--- src/rtl/fpu_issue_pkg.sv ---
// Shared definitions for the FPU issue controller and the fpu responder:
// opcodes, controller states and error codes.
package fpu_issue_pkg;

  localparam logic [4:0] OP_ITOF = 5'h10;
  localparam logic [4:0] OP_FTOI = 5'h11;
  localparam logic [4:0] OP_MULF = 5'h12;
  localparam logic [4:0] OP_RECF = 5'h13;
  localparam logic [4:0] OP_ADDF = 5'h14;
  localparam logic [4:0] OP_SUBF = 5'h15;

  typedef enum logic [2:0] {
    ST_IDLE  = 3'd0,
    ST_ISSUE = 3'd1,
    ST_WAIT  = 3'd2,
    ST_WB    = 3'd3,
    ST_ERR   = 3'd4
  } issue_state_e;

  typedef enum logic [1:0] {
    ERR_NONE    = 2'b00,
    ERR_ILLEGAL = 2'b01,
    ERR_TIMEOUT = 2'b10
  } err_code_e;

  // ADDF/SUBF have opcodes but the attached FPU does not implement them.
  function automatic logic op_supported(input logic [4:0] op);
    return (op == OP_ITOF) || (op == OP_FTOI) || (op == OP_MULF) || (op == OP_RECF);
  endfunction

endpackage

--- src/rtl/fpu_issue.sv ---
// Initiator side of the FPU en/done handshake: issues one instruction at a
// time, waits for done (with timeout) and returns the result on a writeback strobe.
module fpu_issue
  import fpu_issue_pkg::*;
#(
  parameter int unsigned TIMEOUT = 15
) (
  input  logic        clk,
  input  logic        rst_n,
  input  logic        req_valid,
  output logic        req_ready,
  input  logic [4:0]  req_op,
  input  logic [3:0]  req_rd,
  input  logic [15:0] req_a,
  input  logic [15:0] req_b,
  output logic        fpu_en,
  output logic [4:0]  fpu_instr,
  output logic [15:0] fpu_op1,
  output logic [15:0] fpu_op2,
  input  logic [15:0] fpu_result,
  input  logic        fpu_done,
  output logic        wb_valid,
  output logic [3:0]  wb_rd,
  output logic [15:0] wb_data,
  output logic        busy,
  output logic [3:0]  busy_rd,
  output logic        err,
  output logic [1:0]  err_code
);

  localparam logic [3:0] LAST_WAIT = 4'(TIMEOUT - 1);

  issue_state_e state;
  err_code_e    code_q;
  logic [3:0]   cnt;
  logic [4:0]   op_q;
  logic [3:0]   rd_q;
  logic [15:0]  a_q;
  logic [15:0]  b_q;
  logic [15:0]  wb_data_q;

  // NOTE: every register here, datapath latches included, is reset because
  // the outputs they drive must read zero while rst_n is low.
  always_ff @(posedge clk or negedge rst_n) begin
    if (!rst_n) begin
      state     <= ST_IDLE;
      code_q    <= ERR_NONE;
      cnt       <= '0;
      op_q      <= '0;
      rd_q      <= '0;
      a_q       <= '0;
      b_q       <= '0;
      wb_data_q <= '0;
    end else begin
      // NOTE: non-blocking assignments so every branch sees pre-edge state.
      case (state)
        ST_IDLE: begin
          if (req_valid) begin
            op_q <= req_op;
            rd_q <= req_rd;
            a_q  <= req_a;
            b_q  <= req_b;
            if (op_supported(req_op)) begin
              state <= ST_ISSUE;
            end else begin
              state  <= ST_ERR;
              code_q <= ERR_ILLEGAL;
            end
          end
        end
        // done is ignored here: it may be stale until the FPU's first enabled edge.
        ST_ISSUE: begin
          cnt   <= '0;
          state <= ST_WAIT;
        end
        ST_WAIT: begin
          if (fpu_done) begin
            wb_data_q <= fpu_result;
            state     <= ST_WB;
          end else if (cnt == LAST_WAIT) begin
            code_q <= ERR_TIMEOUT;
            state  <= ST_ERR;
          end else begin
            cnt <= cnt + 4'd1;
          end
        end
        ST_WB:   state <= ST_IDLE;
        ST_ERR:  state <= ST_IDLE;
        default: state <= ST_IDLE;
      endcase
    end
  end

  // Enable drops combinationally with done so the FPU never sees a second
  // enabled edge after completing.
  assign fpu_en    = (state == ST_ISSUE) || ((state == ST_WAIT) && !fpu_done);
  assign fpu_instr = op_q;
  assign fpu_op1   = a_q;
  assign fpu_op2   = b_q;

  assign req_ready = (state == ST_IDLE);
  assign busy      = (state != ST_IDLE);
  assign busy_rd   = busy ? rd_q : 4'd0;

  assign wb_valid  = (state == ST_WB);
  assign wb_rd     = wb_valid ? rd_q : 4'd0;
  assign wb_data   = wb_data_q;

  assign err       = (state == ST_ERR);
  assign err_code  = err ? code_q : ERR_NONE;

endmodule

--- config.mk ---
export PLATFORM = sky130hd
export DESIGN_NAME = fpu_issue
export DESIGN_NICKNAME = d
export VERILOG_FILES = /design/src/rtl/fpu_issue_pkg.sv /design/src/rtl/fpu_issue.sv
export SDC_FILE = /design/constraint.sdc
export NUM_CORES = 1
export LEC_CHECK = 0
export BUFFER_PORTS_ARGS = -buffer_cell sky130_fd_sc_hd__buf_4
export CAP_MARGIN = 15
export CORE_ASPECT_RATIO = 1.1
export CORE_MARGIN = 4
export CORE_UTILIZATION = 43
export CTS_CLUSTER_SIZE = 40
export DETAILED_ROUTE_END_ITERATION = 6
export PLACE_DENSITY = 0.77
export SETUP_SLACK_MARGIN = 0.02
export SYNTH_ARGS = -nofsm -noshare
export SYNTH_HDL_FRONTEND = slang
export SYNTH_SLANG_ARGS = --single-unit
--- constraint.sdc ---
create_clock -name clk -period 1.92 [get_ports clk]
set_clock_uncertainty 0.2 [all_clocks]
set_input_delay 0.096 -clock clk [delete_from_list [all_inputs] [get_ports clk]]
set_output_delay 0.096 -clock clk [all_outputs]
set_load 0.02 [all_outputs]
==> impl_metrics.tcl, run 1 <==
set metrics [dict create \
    status "finished clean" \
    final.fill_count 420 \
    grt_max_degree 41 \
    diodes 0 \
    critical_path_arrival_ns 1.87 \
    postSynthAreaPerCell_um2 15.66 \
    max_freq_ghz 0.5356 \
    combPwrFrac_pct 55.5 \
    gr-total-overflow 0 \
    ys_top_cells_by_count "dfrtp_1, mux2_4, mux2_1" \
    yosysUniqueCellTypes 31 \
    start_util_pct 44.40 \
    synth_fp_nets 250 \
    hold_viol_final 0 \
    yosysWarnings 0 \
    worstPathCellList "or3_4 -> clkinv_4 -> and2_4 -> buf_12 -> mux2_4" \
    grt_util_all_layers_pct 19.18 \
    maxUsedRoutingLayer "met4" \
    drv_cap 0 \
    max_stage_delay_ns 0.42 \
    worstSetupEndpointType "flop" \
    p_int_mw 4.883 \
    grt_pass1_vias 2524 \
    drtPass1Iterations 4 \
    dpl.hpwl_um 4893 \
    placed_cell_area_um2 3989 \
    syn_to_final_growth_pct 64.32 \
    h-tree-depth 3 \
    slew_viol_final 0 \
    numCtsBuffers 9 \
    vias_per_cell 4.708 \
    design_area_um2 4811 \
    portBuffers 128 \
    synth_area_um2 2928 \
    switching_power_mw 2.850 \
    synth_edf_count 0 \
    ioPinCount 129 \
    wl_um 7523 \
    synth_top_area_share_pct 56.41 \
    place_inst 399 \
    pwr-share-clk_pct 12.3 \
    slew_headroom_pct 75.53 \
    drtAntennaViolNets 0 \
    drcViolationCount 0 \
    cts_buffer_depth 2 \
    netSwitchingFraction_pct 36.86 \
    met2_length_um 3876 \
    synth_seq_cells 66 \
    antenna_found_initial 0 \
    power_mw 7.733 \
    crit_path_start_kind "flop" \
    clk_pin_slew_ns 0.07 \
    rsz0062_at_grt "true" \
    seq_power_share_pct 32.2 \
    post-route-period-util_pct 97.25 \
    cpMaxStageDelayCell "or3_4" \
    clock_latency_ns 0.33 \
    leakage_nw 2.375 \
    synth_most_common_cell "dfrtp_1" \
    layout.cells.non_filler 473 \
    crit_path_max_fanout 21 \
    rows 31 \
    drive_gt1_share_pct 52.69 \
    drt-met1-wl_um 2985 \
    grt_pass1_wl_um 12130 \
    cts_sinks 66 \
    powerDensity_nw_per_um2 1607 \
    multi_input_area_um2 1162 \
    synth_top_area_cell "dfrtp_1" \
    cts_tree "yes" \
    finalSetupTns_ns 0 \
    seqCellArea_um2 1652 \
    ys_top_cells_by_area "dfrtp_1, mux2_4, mux2_1" \
    syn_inst 187 \
    dr_wl_met3_um 518 \
    worstMarginPinSlew_ns 0.3670 \
    vias 2227 \
    setup_violations 0 \
    required_ns 1.93 \
    critical_path_class "flop to flop" \
    hp-class "input port to async pin" \
    nNetsFinal 451 \
    coreArea_um2 6594 \
    die_h_um 94.55 \
    seq_area_frac_synth_pct 56.41 \
    root_buffer "clkbuf_8" \
    die_area_um2 8195 \
    post_drt_wl_per_cell_um 15.90 \
    synthArstFlopShare_pct 100.0 \
    max-vdd-ir-drop_mv 1.027 \
    die-width_um 86.68 \
    drt_iter0_markers 34 \
    gp_congestion 0.8238 \
    period_needed_ns 1.867 \
    synth-main-ff-cell "dfrtp_1" \
]
[worst paths after layout]
check	end	startpoint	slack, ns	depth (start not counted)
max	fpu_op2[12]	state[1]	0.05	5
min	fpu_op1[5]	rst_n	0.02	2
max reg2reg	fpu_op2[12]	state[1]	0.05	5
min reg2reg	wb_data[2]	wb_data[2]	0.29	1
max in group asynchronous	fpu_op1[6]	rst_n	0.98	3
min in group clk	wb_data[2]	wb_data[2]	0.29	1
[routing by layer]
metal  GRT usage (%)  vias up
li1                -     1046
met3           5.410       12
met4           8.052        0
met1           22.09     1077
met2           33.29       92
met5               0        -
[critical path: cells and delay by family (launching register included)]
family,cells,cell delay [ns]
flip-flops,1,0.38
AND/OR/NAND/NOR,2,0.58
buffers and inverters,2,0.25
multiplexers,1,0.32
[cell type report]
cell class / count / share of cell area [%]
timing repair buffer: 199 / 35.76
sequential: 66 / 34.33
multi-input combinational: 109 / 24.16
clock buffer: 10 / 2.861
tap: 82 / 2.133
clock inverter: 4 / 0.4161
inverter: 3 / 0.3381
[state kept, by name, summed over array words and instances (netlist names)]
| register | count |
|---|---|
| fpu_op2 | 16 |
| fpu_op1 | 16 |
| rd_q | 4 |
| wb_data | 16 |
| state | 3 |
| code_q | 2 |
| cnt | 4 |
| fpu_instr | 5 |
[per-stage QoR]
stage / setup slack [ns] / util [%] / hold slack, ns
2_1_floorplan: -0.09536 / - / -0.3996
3_3_place_gp: 0.05199 / 60.49 / -0.1706
3_5_place_dp: 0.02199 / 60.49 / -0.1624
4_1_cts: 0.02585 / 72.16 / 0.01513
5_1_grt: 0.007814 / 72.96 / 0.04294
6_report: 0.05277 / 72.96 / 0.01871
[power by group through the flow]
stage          Clock (mW)  Combinational [mW]  Sequential [mW]
2_1_floorplan           0                1.90             3.14
3_3_place_gp            0                3.94             2.46
3_5_place_dp            0                4.03             2.48
4_1_cts             0.986                4.18             2.47
5_1_grt              1.04                4.54             2.59
6_report            0.949                4.29             2.49
[logic make-up after synthesis]
| logic type | after synthesis | share of synthesized area, % |
|---|---|---|
| buffers and inverters | 12 | 5.171 |
| xor gates and xnor gates | 2 | 0.5984 |
| muxes | 57 | 27.05 |
| DFF | 66 | 56.41 |
| and+or+nand+nor | 35 | 7.265 |
| adders and majority gates | 2 | 0.8546 |
| AOI/OAI and AO/OA | 13 | 2.650 |
[layout by cell type, fill, tap and decap left out, types with 4 or more instances in the layout]
cell type	netlist	final
buf_4	1	128
dfrtp_1	66	66
dlygate4sd3_1	0	60
mux2_4	40	41
mux2_1	17	16
clkbuf_8	0	10
nand3_1	8	8
and2_1	12	7
buf_6	2	7
and2_4	1	6
o21ai_0	6	5
nand2b_1	4	4
clkinv_2	0	4
buf_12	5	4
[timing repair]
action	4_1_cts	5_1_grt
hold buffers	60	0
pin swaps	1	2
gates resized for setup	4	15
endpoints found under the hold margin	125	0
setup buffers	0	0
endpoints found under the setup margin	6	31
Note: power is estimated with default switching activity, not from simulation.
==> inputs of run 2 (changes only) <==
Settings changed: CORE_UTILIZATION 43 to 44, CTS_BUF_LIST set to sky130_fd_sc_hd__clkbuf_4, PLACE_DENSITY 0.77 to 0.86.
==> impl_metrics.tcl, run 2 (same netlist as run 1, synthesis figures left out) <==
set metrics [dict create \
    grt_max_degree 67 \
    post-place-ws_ns 0.03370 \
    hold_viol_final 0 \
    period_needed_ns 1.938 \
    max_freq_ghz 0.5159 \
    vias_per_cell 4.745 \
    cts_tree "yes" \
    drive_gt1_share_pct 53.38 \
    netSwitchingFraction_pct 38.12 \
    die-width_um 85.78 \
    crit_path_start_kind "flop" \
    syn_to_final_growth_pct 65.73 \
    max-vdd-ir-drop_mv 1.031 \
    nNetsFinal 457 \
    drtAntennaViolNets 0 \
    diodes 0 \
    die_area_um2 8025 \
    final_common_cell "buf_4" \
    required_ns 1.99 \
    switching_power_mw 2.988 \
    wl_um 8258 \
    combPwrFrac_pct 58.5 \
    drtPass1Iterations 4 \
    portBuffers 128 \
    slew_viol_final 0 \
    coreArea_um2 6306 \
    leakage_nw 2.391 \
    final_util_pct 76.94 \
    drt_iter0_markers 95 \
    slew_headroom_pct 47.04 \
    drv_cap 0 \
    numCtsBuffers 9 \
    clk_pin_slew_ns 0.11 \
    crit_path_max_fanout 8 \
    hp-class "input port to async pin" \
    rows 30 \
    grt_pass1_vias 2558 \
    powerDensity_nw_per_um2 1615 \
    worstSetupEndpointType "flop" \
    antenna_found_initial 0 \
    critical_path_class "flop to flop" \
    critical_path_arrival_ns 2.01 \
    worstMarginPinSlew_ns 0.7944 \
    status "complete, but fails checks" \
    setup_slack_ns -0.01850 \
    rsz0062_at_grt "true" \
    finalSetupTns_ns -0.07583 \
    post-route-period-util_pct 101.0 \
    cts_sinks 66 \
    power_mw 7.838 \
    p_int_mw 4.851 \
    grt_util_all_layers_pct 20.42 \
    die_h_um 93.56 \
    post_drt_wl_per_cell_um 17.24 \
    clock_latency_ns 0.38 \
    grt_pass1_wl_um 12730 \
    gp_congestion 0.7697 \
    dpl.hpwl_um 5062 \
    vias 2273 \
    setup_violations 10 \
    root_buffer "clkbuf_4" \
    most-common-layout-cells "buf_4, dfrtp_1, dlygate4sd3_1" \
    violations "setup timing" \
    seq_power_share_pct 32.0 \
    drcViolationCount 0 \
    cts_buffer_depth 2 \
    ioPinCount 129 \
    gr-total-overflow 0 \
    pwr-share-clk_pct 9.5 \
    start_util_pct 46.43 \
    h-tree-depth 3 \
]
run 2: cell count changes in the layout (fill, tap and decap cells not counted), sizes merged:
cell and delta:
buf +3, clkbuf +3, clkinvlp +2
run 2: power groups by stage:
stage	Combinational (mW)	Sequential (mW)	Clock (mW)
after global placement	3.92	2.47	0
after detailed placement	4.04	2.49	0
final	4.59	2.51	0.743
after floorplan	1.90	3.14	0
after CTS	4.28	2.49	0.776
after global routing	4.83	2.60	0.847
run 2: worst max-delay path: stages, from the launching register on:
cell and delay, ns:
dfrtp_1 0.40, or3_4 0.42, clkinv_4 0.06, and2_4 0.24, clkbuf_16 0.20, mux2_4 0.30
run 2: layer usage:
metal  GRT usage (%)  part of all wire, %  vias to the layer above  wire, um
met5               0                    0                        -         0
li1                -                    -                     1066         -
met2           36.72                   52                       98      4254
met4           5.805                  1.7                        0       142
met3           5.639                  6.8                       13       564
met1           23.61                   40                     1096      3297
run 2: path summary, 6_finish.rpt:
check                                 start            to  slack (ns)  cells past startpoint
min in group clk                  req_op[0]  fpu_instr[0]        0.27                      3
worst max register to register     state[1]    fpu_op1[4]       -0.02                      5
max in group asynchronous             rst_n   wb_data[13]        0.86                      2
worst min-delay path                  rst_n   fpu_op2[10]        0.14                      2
worst max-delay path               state[1]    fpu_op1[4]       -0.02                      5
worst min register to register  wb_data[14]   wb_data[14]        0.30                      1
run 2: area by class of cell:
cell class / count / area [um2]
well taps: 80 / 100.1
flip-flops and latches: 66 / 1652
fillers: 362 / 1454
clock buffers: 10 / 75.07
inverters: 3 / 16.27
repair buffers: 205 / 1813
clock inverters: 6 / 33.78
multi-input cells: 109 / 1162
run 2: through the flow:
step | hold WS (ns) | std cells | instance area, um2
global placement | 0.03394 | 396 | 3966
detailed placement | 0.05071 | 396 | 3966
floorplan | -0.3996 | 187 | 2928
global route | 0.1925 | 479 | 4852
finish | 0.1397 | 479 | 4852
CTS | 0.1502 | 472 | 4720
run 2: repair_timing:
action,4_1_cts,5_1_grt
setup buffers,0,3
hold buffers,60,0
setup endpoints to repair,7,47
hold endpoints to repair,127,0
cloned,0,4
pin swaps,1,1
gates resized for setup,14,6
